===== config.mk =====
export PLATFORM = sky130hd
export DESIGN_NAME = univ_shift_reg
export DESIGN_NICKNAME = d
export VERILOG_FILES = /design/src/rtl/usr_pkg.sv /design/src/rtl/dff_cell.sv /design/src/rtl/univ_shift_reg.sv
export SDC_FILE = /design/constraint.sdc
export NUM_CORES = 1
export LEC_CHECK = 0
export BUFFER_PORTS_ARGS = -buffer_cell sky130_fd_sc_hd__buf_2
export CORE_MARGIN = 4
export CORE_UTILIZATION = 40
export CTS_CLUSTER_SIZE = 16
export DETAILED_ROUTE_END_ITERATION = 8
export GPL_TIMING_DRIVEN = 0
export PLACE_DENSITY = 0.71
export SLEW_MARGIN = 25
export SYNTH_ARGS = -nofsm -noshare
export SYNTH_HDL_FRONTEND = slang
export SYNTH_SLANG_ARGS = --single-unit

===== constraint.sdc =====
create_clock -name clk -period 1.89 [get_ports clk]
set_clock_uncertainty 0.15 [all_clocks]
set_input_delay 0.0945 -clock clk [delete_from_list [all_inputs] [get_ports clk]]
set_output_delay 0.0945 -clock clk [all_outputs]
set_load 0.02 [all_outputs]

===== src/rtl/usr_pkg.sv =====
// usr_pkg: shared definitions for the universal shift register.
//   - MODE_* : 3-bit operation codes selected on the mode port
//   - WIDTH_MIN / WIDTH_MAX : legal range of the register width
package usr_pkg;

   localparam logic [2:0] MODE_HOLD = 3'b000;
   localparam logic [2:0] MODE_LOAD = 3'b001;
   localparam logic [2:0] MODE_SHL  = 3'b010;
   localparam logic [2:0] MODE_SHR  = 3'b011;
   localparam logic [2:0] MODE_ROL  = 3'b100;
   localparam logic [2:0] MODE_ROR  = 3'b101;
   localparam logic [2:0] MODE_INC  = 3'b110;
   localparam logic [2:0] MODE_DEC  = 3'b111;

   localparam int WIDTH_MIN = 2;
   localparam int WIDTH_MAX = 32;

endpackage


===== src/rtl/dff_cell.sv =====
// dff_cell: one-bit rising-edge storage flop with synchronous reset.
// Ports:
//   clk     in  rising-edge clock
//   rst     in  synchronous reset, active-high
//   rst_val in  value captured when rst=1
//   d       in  next-state data
//   q       out stored bit
//   nq      out complement of q
module dff_cell (
   input  logic clk,
   input  logic rst,
   input  logic rst_val,
   input  logic d,
   output logic q,
   output logic nq
);

   always_ff @(posedge clk) begin
      if (rst) q <= rst_val;
      else     q <= d;
   end

   // Derived from q rather than stored separately, so nq can never equal q.
   assign nq = ~q;

endmodule


===== src/rtl/univ_shift_reg.sv =====
// univ_shift_reg: parametrised N-bit register with hold / load / shift /
// rotate / up-count / down-count modes, clock enable and synchronous reset.
// Ports:
//   clk     in  rising-edge clock
//   rst     in  synchronous reset, active-high (highest priority)
//   en      in  clock enable; 0 holds Q regardless of mode
//   mode    in  [2:0] operation select (usr_pkg::MODE_*)
//   D       in  [WIDTH-1:0] parallel load data
//   sin_r   in  serial input into Q[0] on SHL
//   sin_l   in  serial input into Q[WIDTH-1] on SHR
//   Q       out [WIDTH-1:0] register contents
//   nQ      out [WIDTH-1:0] ~Q
//   sout_l  out Q[WIDTH-1]
//   sout_r  out Q[0]
//   tc      out terminal count: next enabled INC/DEC edge wraps
module univ_shift_reg
   import usr_pkg::*;
#(
   parameter int               WIDTH   = 8,
   parameter logic [WIDTH-1:0] RST_VAL = '0
) (
   input  logic             clk,
   input  logic             rst,
   input  logic             en,
   input  logic [2:0]       mode,
   input  logic [WIDTH-1:0] D,
   input  logic             sin_r,
   input  logic             sin_l,
   output logic [WIDTH-1:0] Q,
   output logic [WIDTH-1:0] nQ,
   output logic             sout_l,
   output logic             sout_r,
   output logic             tc
);

   generate
      if (WIDTH < WIDTH_MIN || WIDTH > WIDTH_MAX) begin : g_width_check
         $error("univ_shift_reg: WIDTH must be within 2..32");
      end
   endgenerate

   logic [WIDTH-1:0] q_cur;
   logic [WIDTH-1:0] q_next;
   logic [WIDTH-1:0] q_inc;
   logic [WIDTH-1:0] q_dec;

   // Unsigned, WIDTH-bit wide: overflow simply wraps.
   assign q_inc = q_cur + 1'b1;
   assign q_dec = q_cur - 1'b1;

   // Next-state selection. en=0 (or HOLD) keeps the current value; reset
   // priority is applied inside each cell.
   always_comb begin
      q_next = q_cur;
      if (en) begin
         case (mode)
            MODE_HOLD: q_next = q_cur;
            MODE_LOAD: q_next = D;
            MODE_SHL:  q_next = {q_cur[WIDTH-2:0], sin_r};
            MODE_SHR:  q_next = {sin_l, q_cur[WIDTH-1:1]};
            MODE_ROL:  q_next = {q_cur[WIDTH-2:0], q_cur[WIDTH-1]};
            MODE_ROR:  q_next = {q_cur[0], q_cur[WIDTH-1:1]};
            MODE_INC:  q_next = q_inc;
            MODE_DEC:  q_next = q_dec;
            default:   q_next = q_cur;
         endcase
      end
   end

   generate
      for (genvar i = 0; i < WIDTH; i++) begin : g_bit
         dff_cell u_cell (
            .clk     (clk),
            .rst     (rst),
            .rst_val (RST_VAL[i]),
            .d       (q_next[i]),
            .q       (q_cur[i]),
            .nq      (nQ[i])
         );
      end
   endgenerate

   assign Q      = q_cur;
   assign sout_l = q_cur[WIDTH-1];
   assign sout_r = q_cur[0];

   // Flags the edge on which a count would wrap; masked by rst since that
   // edge will reset instead of wrapping.
   assign tc = ~rst & en & (((mode == MODE_INC) & (&q_cur)) |
                            ((mode == MODE_DEC) & ~(|q_cur)));

endmodule


After elaboration in Yosys (flattened, before gate mapping)

Cells that the tools add are included.

Bits in registers: 8
Input port bits: 16
Output and inout port bits: 19
Logic and storage cells: 38

$add $sub $neg: 2
Equality and inequality tests: 7
Mux-type cells: 1
Bitwise logic cells: 16
Reductions and logical operators: 4

Operators by type and width:

| kind                                                                   | number |
|---|---|
| 8-bit case mux with 7 select lines                                     | 1 |
| 3-bit equality test (second input constant)                            | 4 |
| 1-bit inverter                                                         | 11 |
| 8-bit by 1-bit adder with 8-bit output (second input constant)         | 1 |
| 8-bit AND reduction                                                    | 1 |
| 8-bit OR reduction                                                     | 1 |
| 8-bit by 1-bit subtractor with 8-bit output (second input constant)    | 1 |
| 3-bit by 2-bit equality test with 1-bit output (second input constant) | 2 |
| 1-bit bitwise AND                                                      | 4 |
| 3-bit by 1-bit equality test with 1-bit output (second input constant) | 1 |
| 3-bit logical NOT                                                      | 1 |
| 2-bit AND reduction                                                    | 1 |
| 1-bit bitwise OR                                                       | 1 |

Longest topological paths before layout

Gate-level depths: netlist of run 1.

Depth after elaboration: 5
Depth in mapped cells: 9
Gate-level depth less buffers: 8

Modules after synthesis

A second synthesis of run 1 with hierarchy kept.

Cell total of the unflattened synthesis: 144
Area total of the unflattened synthesis: 1064.8 um^2

Modules (own cells, without submodules):

| module         | instances | cells each | area an instance (um^2) |
|---|---|---|---|
| univ_shift_reg | 1         | 120        | 754.5 |
| dff_cell       | 8         | 3          | 38.8 |

Worst setup path before layout of run 1

OpenSTA, ideal clock, no wires.

Path kind: reg-to-output
Start: reg g_bit[0].u_cell.q
End: out tc
Arrival: 1.569 ns
Required time: 1.646 ns
Setup slack: 0.076 ns
Stages on the path, launching flop included: 5
Path buffers: 0
Cell sequence: dfxtp_1 or3_4 nor4b_2 nand3_1 a211oi_2

Word-level cells in the longest chain between the ends: 5
Elaborated cells between the ends (all ways): 7
Those cells by class: bitwise (5); reduce/logical (2)

RTL lines:

| what                     | RTL line             | source |
|---|---|---|
| start: declaration       | dff_cell.sv:14       | `output logic q,` |
| start signal: assignment | dff_cell.sv:19       | `if (rst) q <= rst_val;` |
| 8-bit OR reduction       | univ_shift_reg.sv:90 | `((mode == MODE_DEC) & ~(\|q_cur)));` |
| 1-bit inverter           | univ_shift_reg.sv:90 |  |
| 1-bit bitwise AND        | univ_shift_reg.sv:90 |  |
| 1-bit bitwise OR (*)     | univ_shift_reg.sv:89 | `assign tc = ~rst & en & (((mode == MODE_INC) & (&q_cur)) \|` |
| 1-bit bitwise AND (*)    | univ_shift_reg.sv:89 |  |
| end: declaration         | univ_shift_reg.sv:33 | `output logic tc` |

Mark *: on every way between the ends. The rest lies on a longest branch, timed or not.

Worst setup path in the final report of run 1

Start: reg g_bit[2].u_cell.q
End: out tc

Word-level cells in the longest chain between the ends: 5
Elaborated cells between the ends (all ways): 7
Those cells by class: bitwise (5); reduce/logical (2)

RTL lines:

| what                     | RTL line |
|---|---|
| start: declaration       | dff_cell.sv:14 |
| start signal: assignment | dff_cell.sv:19 |
| 8-bit OR reduction       | univ_shift_reg.sv:90 |
| 1-bit inverter           | univ_shift_reg.sv:90 |
| 1-bit bitwise AND        | univ_shift_reg.sv:90 |
| 1-bit bitwise OR (*)     | univ_shift_reg.sv:89 |
| 1-bit bitwise AND (*)    | univ_shift_reg.sv:89 |

Marks and branches as above.

==> impl_metrics.yaml, run 1 <==
worst_setup_path:
  path_class: "reg2out"
  cp_slowest_cell: "or3_4"
  setup.worst_path.start_class: "flip-flop"
  worstReg2RegStart: "g_bit[5].u_cell.q"
  cp.depth: 5
  r2r_slack_ns: 0.06
  endpoint: "tc"
  worstSetupEndpointType: "output port"
  r2r_end: "g_bit[4].u_cell.q"
  required_ns: 1.65
  crit_start: "g_bit[2].u_cell.q"
  worstPathArrival_ns: 1.78
  crit_family: "simple AND/OR/NAND/NOR gates"
  slowest_delay_ns: 0.40
  crit_fanout: 2
  rr_worst_depth: 5
  crit_chain: "or3_4 -> nor4b_4 -> nand3_1 -> a211oi_2 -> buf_4"
  path_buf_inv: 1
sta:
  final_hold_viol_count: 1
  fmax_ghz: 0.494
  worstMarginPinSlew_ns: 0.581
  tns_ns: -0.136
  rsz0062_at_grt: "true"
  hold_ws_ns: -0.00654
  slew_headroom: 0.613
  min_period_over_period: 1.07
  finalSetupViolCount: 1
  fin_ws_ns: -0.136
  fin_crit_ns: 2.03
  drv_slew: 0
drt:
  drt.antenna.violating_nets: 0
  top_layer_used: "met4"
  dr.pass1.iters: 4
  wire_per_inst_um: 14.7
  drc: 0
  routed_via_density: 5.70
  wl_met1_um: 1320
  wirelength_um: 3200
  vias: 1242
  wl_met2_um: 1540
  first_iter_violations: 90
  wl_met3_um: 262
synthesis:
  ys_warn_count: 0
  synth_edf_count: 0
  yosysTopAreaCellShare: 0.152
  avgSynthCellArea_um2: 7.18
  synthAdderAreaFrac: 0.0118
  synth_nets: 164
  synthArstFlopShare: 0
  synth_seq_cells: 8
  synth-compound-area-share: 0.271
  synth.distinct_cells: 49
  synth_area_leader_cell: "dfxtp_1"
  synth_area_mm2: 0.00106
  yosys.area_share.simple: 0.271
  syn_inst: 147
  synth_area_leaders: "dfxtp_1 (15%), buf_4 (12%), mux2i_1 (8.5%), nor2_1 (6.0%), a21oi_1 (3.8%)"
  synth_top_family_by_area: "simple AND/OR/NAND/NOR gates"
  synth_ff_type: "dfxtp_1"
  synthMuxAreaShare: 0.0960
  synthXorXnorAreaFrac: 0.00829
  yosysSeqAreaShare: 0.152
grt:
  grt_use_total: 0.186
  grt_pass1_vias: 1169
  grt_max_degree: 11
  grt-ovfl-total: 0
  grt_first_pass_wirelength_um: 5110
  antenna_found_initial: 0
placement:
  io_buffers: 32
  gp_congestion: 0.892
  postPlaceCellArea_mm2: 0.00125
  place.detailed.hpwl_um: 2210
  pre_cts_slack_ns: -0.154
finish:
  num-fill-cells: 243
  nNetsFinal: 207
  reg_top3: "g_bit.u_cell.q x8"
  regMostFlops: "g_bit.u_cell.q"
  antenna_cells: 0
  fin_area_mm2: 0.00136
  largest_reg_flops: 8
  drive_gt1_frac: 0.415
  area_growth_pct: 29.0
  layout_common_cells: "buf_2 (35), buf_4 (25), nor2_1 (17)"
  layout_commonest_cell: "buf_2"
power_and_ir_drop:
  power.density_mw_per_mm2: 521
  p_leak_nw: 0.624
  ir_drop_mv: 0.364
cts:
  clk_pin_slew_worst_paths_ns: 0.07
  cts_tree: "built"
  htree_levels: 1
  cts_buffer_depth: 2
  cts_hold_buffers: 0
  clock_tree.root_cell: "clkbuf_4"
  clk_latency_ns: 0.27
  cts.sink_count: 8
  numCtsBuffers: 3
floorplanning:
  fp.dieArea_mm2: 0.00353
  std_cell_rows: 18
  num_io_pins: 35
  core_mm2: 0.00250
  initial_core_util: 0.422
  dieWidth_um: 59.4
  die_height_um: 59.4
worst_hold_path:
  hold_class: "in2reg"
status:
  violations: "negative hold slack, negative setup slack"
  status: "finished, violations left"
run:
  drv_cap: 0
-- cell usage after synthesis (2+ instances only) --
| cell | instances |
|---|---|
| nand4b_1 | 2 |
| nor3_1 | 5 |
| buf_1 | 2 |
| buf_2 | 4 |
| dfxtp_1 | 8 |
| buf_4 | 17 |
| mux2i_1 | 9 |
| nand2b_1 | 6 |
| or3_1 | 3 |
| a31oi_1 | 2 |
| inv_1 | 8 |
| nor2_1 | 17 |
| a21oi_1 | 8 |
| o21ai_1 | 2 |
| nand2_1 | 6 |
| o21ai_0 | 8 |
| o211ai_1 | 3 |
| a211o_1 | 3 |
| nand3_1 | 4 |
-- metrics by stage --
| stage | total power, W | hold slack, ns | util | instances |
|---|---|---|---|---|
| after detailed placement | 0.000527 | 0.282 | 0.502 | 209 |
| after global placement | 0.000521 | 0.273 | 0.502 | 209 |
| after CTS | 0.000696 | 0.00388 | 0.530 | 216 |
| after floorplan | 0.000441 | 0.148 | - | 147 |
| after global routing | 0.000747 | 0.0135 | 0.545 | 218 |
| final | 0.000710 | -0.00654 | 0.545 | 218 |
-- worst min-delay path by stage --
stage | to | startpoint | slack [ns] | cells after the start
after floorplan | g_bit[0].u_cell.q | D[0] | 0.15 | 2
after global placement | g_bit[0].u_cell.q | D[0] | 0.27 | 3
after detailed placement | g_bit[0].u_cell.q | D[0] | 0.28 | 3
after CTS | g_bit[0].u_cell.q | D[0] | 0.004 | 3
after global routing | g_bit[0].u_cell.q | D[0] | 0.01 | 3
final | g_bit[0].u_cell.q | D[0] | -0.007 | 3
-- metal layers --
layer | up-vias | global-route usage
met5 | - | 0
li1 | 602 | -
met1 | 553 | 0.232
met3 | 13 | 0.0370
met2 | 74 | 0.301
met4 | 0 | 0.0939
-- timing repair --
action	in CTS	in global routing
buffers inserted	5	2
pin swaps	4	7
setup endpoints to repair	1	4
hold endpoints to repair	0	0
resized for setup	9	5
-- area by class of cell --
class	instances	area, um2	share of cell area
multi-input combinational	106	727	0.534
timing repair buffer	39	215	0.158
sequential	8	171	0.126
buffer	24	159	0.117
tap	30	37.5	0.0275
inverter	8	30.0	0.0220
clock buffer	3	22.5	0.0165
-- cells by family after synthesis --
logic type | Yosys count
AO/OA/AOI/OAI | 41
XOR/XNOR | 1
adder cells (fa/ha/maj) | 1
buffers and inverters | 33
flip-flops | 8
multiplexers | 10
AND/OR/NAND/NOR | 53
-- report_power, final --
group | switching, W | leakage, nW | internal (W) | total [W]
Combinational | 0.000191 | 0.542 | 0.000168 | 0.000358
Clock | 0.0000739 | 0.0138 | 0.0000737 | 0.000148
Sequential | 0.0000218 | 0.0679 | 0.000182 | 0.000204
Total | 0.000286 | 0.624 | 0.000423 | 0.000710
-- worst reg2reg max path, stage by stage (launching register included) --
cell,delay [ns]
dfxtp_1,0.52
mux2i_1,0.18
a211o_1,0.32
o211ai_1,0.15
nor2_1,0.11
a2111oi_2,0.32
No activity file was read; power rests on OpenSTA's default activity.
==> run 2: changes to the inputs <==
==> constraint.sdc (replaced) <==
create_clock -name clk -period 2.1 [get_ports clk]
set_clock_uncertainty 0.15 [all_clocks]
set_input_delay 0.105 -clock clk [delete_from_list [all_inputs] [get_ports clk]]
set_output_delay 0.105 -clock clk [all_outputs]
set_load 0.02 [all_outputs]
==> run 2 against run 1 <==
Against the previous run:
- the flow now finishes without violations
- clock-buffer cell count unchanged
- clock power decreased by 11%
- cell count decreased by 0.46%
- critical path depth unchanged
- sequential share of layout area increased by 0.28 points
- sequential power decreased by 9%
- die area unchanged
- design area decreased by 2.2%
- non-clock buffer count decreased by 1
- sequential cell count unchanged
- register-to-register slack improved by 0.11 ns
- via count decreased by 1.1%
- largest cell class unchanged
==> impl_metrics.yaml, run 2 (same netlist as run 1, synthesis figures left out) <==
status:
  status: "finished clean"
drt:
  drt.antenna.violating_nets: 0
  routed_via_density: 5.66
  wirelength_um: 3130
  first_iter_violations: 65
  vias: 1228
  wire_per_inst_um: 14.4
  drc: 0
  dr.pass1.iters: 4
finish:
  largest_reg_flops: 8
  reg_top3: "g_bit.u_cell.q x8"
  stdcell_count: 217
  nNetsFinal: 206
  antenna_cells: 0
  area_growth_pct: 26.2
  drive_gt1_frac: 0.390
  regMostFlops: "g_bit.u_cell.q"
  layout_common_cells: "buf_2 (35), buf_4 (24), nor2_1 (17)"
  layout_commonest_cell: "buf_2"
sta:
  rsz0062_at_grt: "true"
  slew_headroom: 0.619
  drv_slew: 0
  min_period_over_period: 0.972
  fmax_ghz: 0.490
  worstMarginPinSlew_ns: 0.572
  fin_crit_ns: 2.04
  final_hold_viol_count: 0
  finalSetupViolCount: 0
floorplanning:
  core_mm2: 0.00250
  std_cell_rows: 18
  num_io_pins: 35
  dieWidth_um: 59.4
  initial_core_util: 0.422
  fp.dieArea_mm2: 0.00353
  die_height_um: 59.4
cts:
  htree_levels: 1
  numCtsBuffers: 3
  cts_hold_buffers: 0
  cts_buffer_depth: 2
  clk_pin_slew_worst_paths_ns: 0.07
  clock_tree.root_cell: "clkbuf_4"
  clk_latency_ns: 0.26
  cts_tree: "built"
  cts.sink_count: 8
placement:
  io_buffers: 32
  gp_congestion: 0.892
  place_inst: 209
  place.detailed.hpwl_um: 2210
worst_setup_path:
  path_class: "reg2out"
  required_ns: 1.85
  worstSetupEndpointType: "output port"
  worstPathArrival_ns: 1.79
  setup.worst_path.start_class: "flip-flop"
  crit_fanout: 2
power_and_ir_drop:
  ir_drop_mv: 0.320
  power.density_mw_per_mm2: 472
  p_leak_nw: 0.609
  finalPower_w: 0.000628
grt:
  grtUsageMet3: 0.0349
  grt-ovfl-total: 0
  grt_use_total: 0.186
  antenna_found_initial: 0
  met1_usage: 0.234
  grt_pass1_vias: 1167
  grt_max_degree: 11
  grt_first_pass_wirelength_um: 5110
  grt.busiest_layer: "met2"
  gr-usage-met2: 0.301
worst_hold_path:
  hold_class: "in2reg"
run:
  drv_cap: 0
==> run 2: power by group <==
part           leakage, nW  switching, W  internal, W
Sequential          0.0679     0.0000217     0.000164
Clock               0.0138     0.0000658    0.0000662
Combinational        0.527      0.000166     0.000145
==> run 2: metrics by stage <==
stage	area [um2]	util	hold WS, ns	TNS, ns	worst slack, ns
after global routing	1330	0.533	0.0240	-0.00489	-0.00435
after CTS	1310	0.525	0.0144	0	0.0255
after detailed placement	1250	0.502	0.293	0	0.0452
after floorplan	1060	-	0.159	0	0.276
after global placement	1250	0.502	0.284	0	0.101
final	1330	0.533	0.00814	0	0.0598
==> run 2: critical path: stages (launching register included) <==
cell	delay, ns
dfxtp_4	0.35
or3_4	0.40
nor4b_4	0.25
nand3_1	0.12
a211oi_2	0.24
buf_4	0.17
==> run 2: layer usage <==
metal | share of wire | up-vias
li1 | - | 598
met1 | 0.42 | 552
met2 | 0.48 | 69
met3 | 0.085 | 9
met4 | 0.018 | 0
met5 | 0 | -
==> run 2: repair_timing <==
item                       CTS  global route
gates cloned                 0             0
setup buffers                4             2
pin swaps                    4             3
resized for setup            6             2
setup endpoints to repair    1             1
==> run 2: area by class of cell <==
type | count | area, um2
repair buffers | 38 | 208
multi-input cells | 106 | 704
flip-flops and latches | 8 | 171
clock buffers | 3 | 22.5
well taps | 30 | 37.5
inverters | 8 | 30.0
plain buffers | 24 | 159
fillers | 255 | 1170
==> run 2: worst paths after layout <==
path / startpoint / end / slack (ns) / depth (start not counted)
max reg2reg: g_bit[1].u_cell.q / g_bit[2].u_cell.q / 0.17 / 8
min reg2reg: g_bit[7].u_cell.q / g_bit[7].u_cell.q / 0.42 / 2
min: D[0] / g_bit[0].u_cell.q / 0.008 / 3
max: g_bit[1].u_cell.q / tc / 0.06 / 5
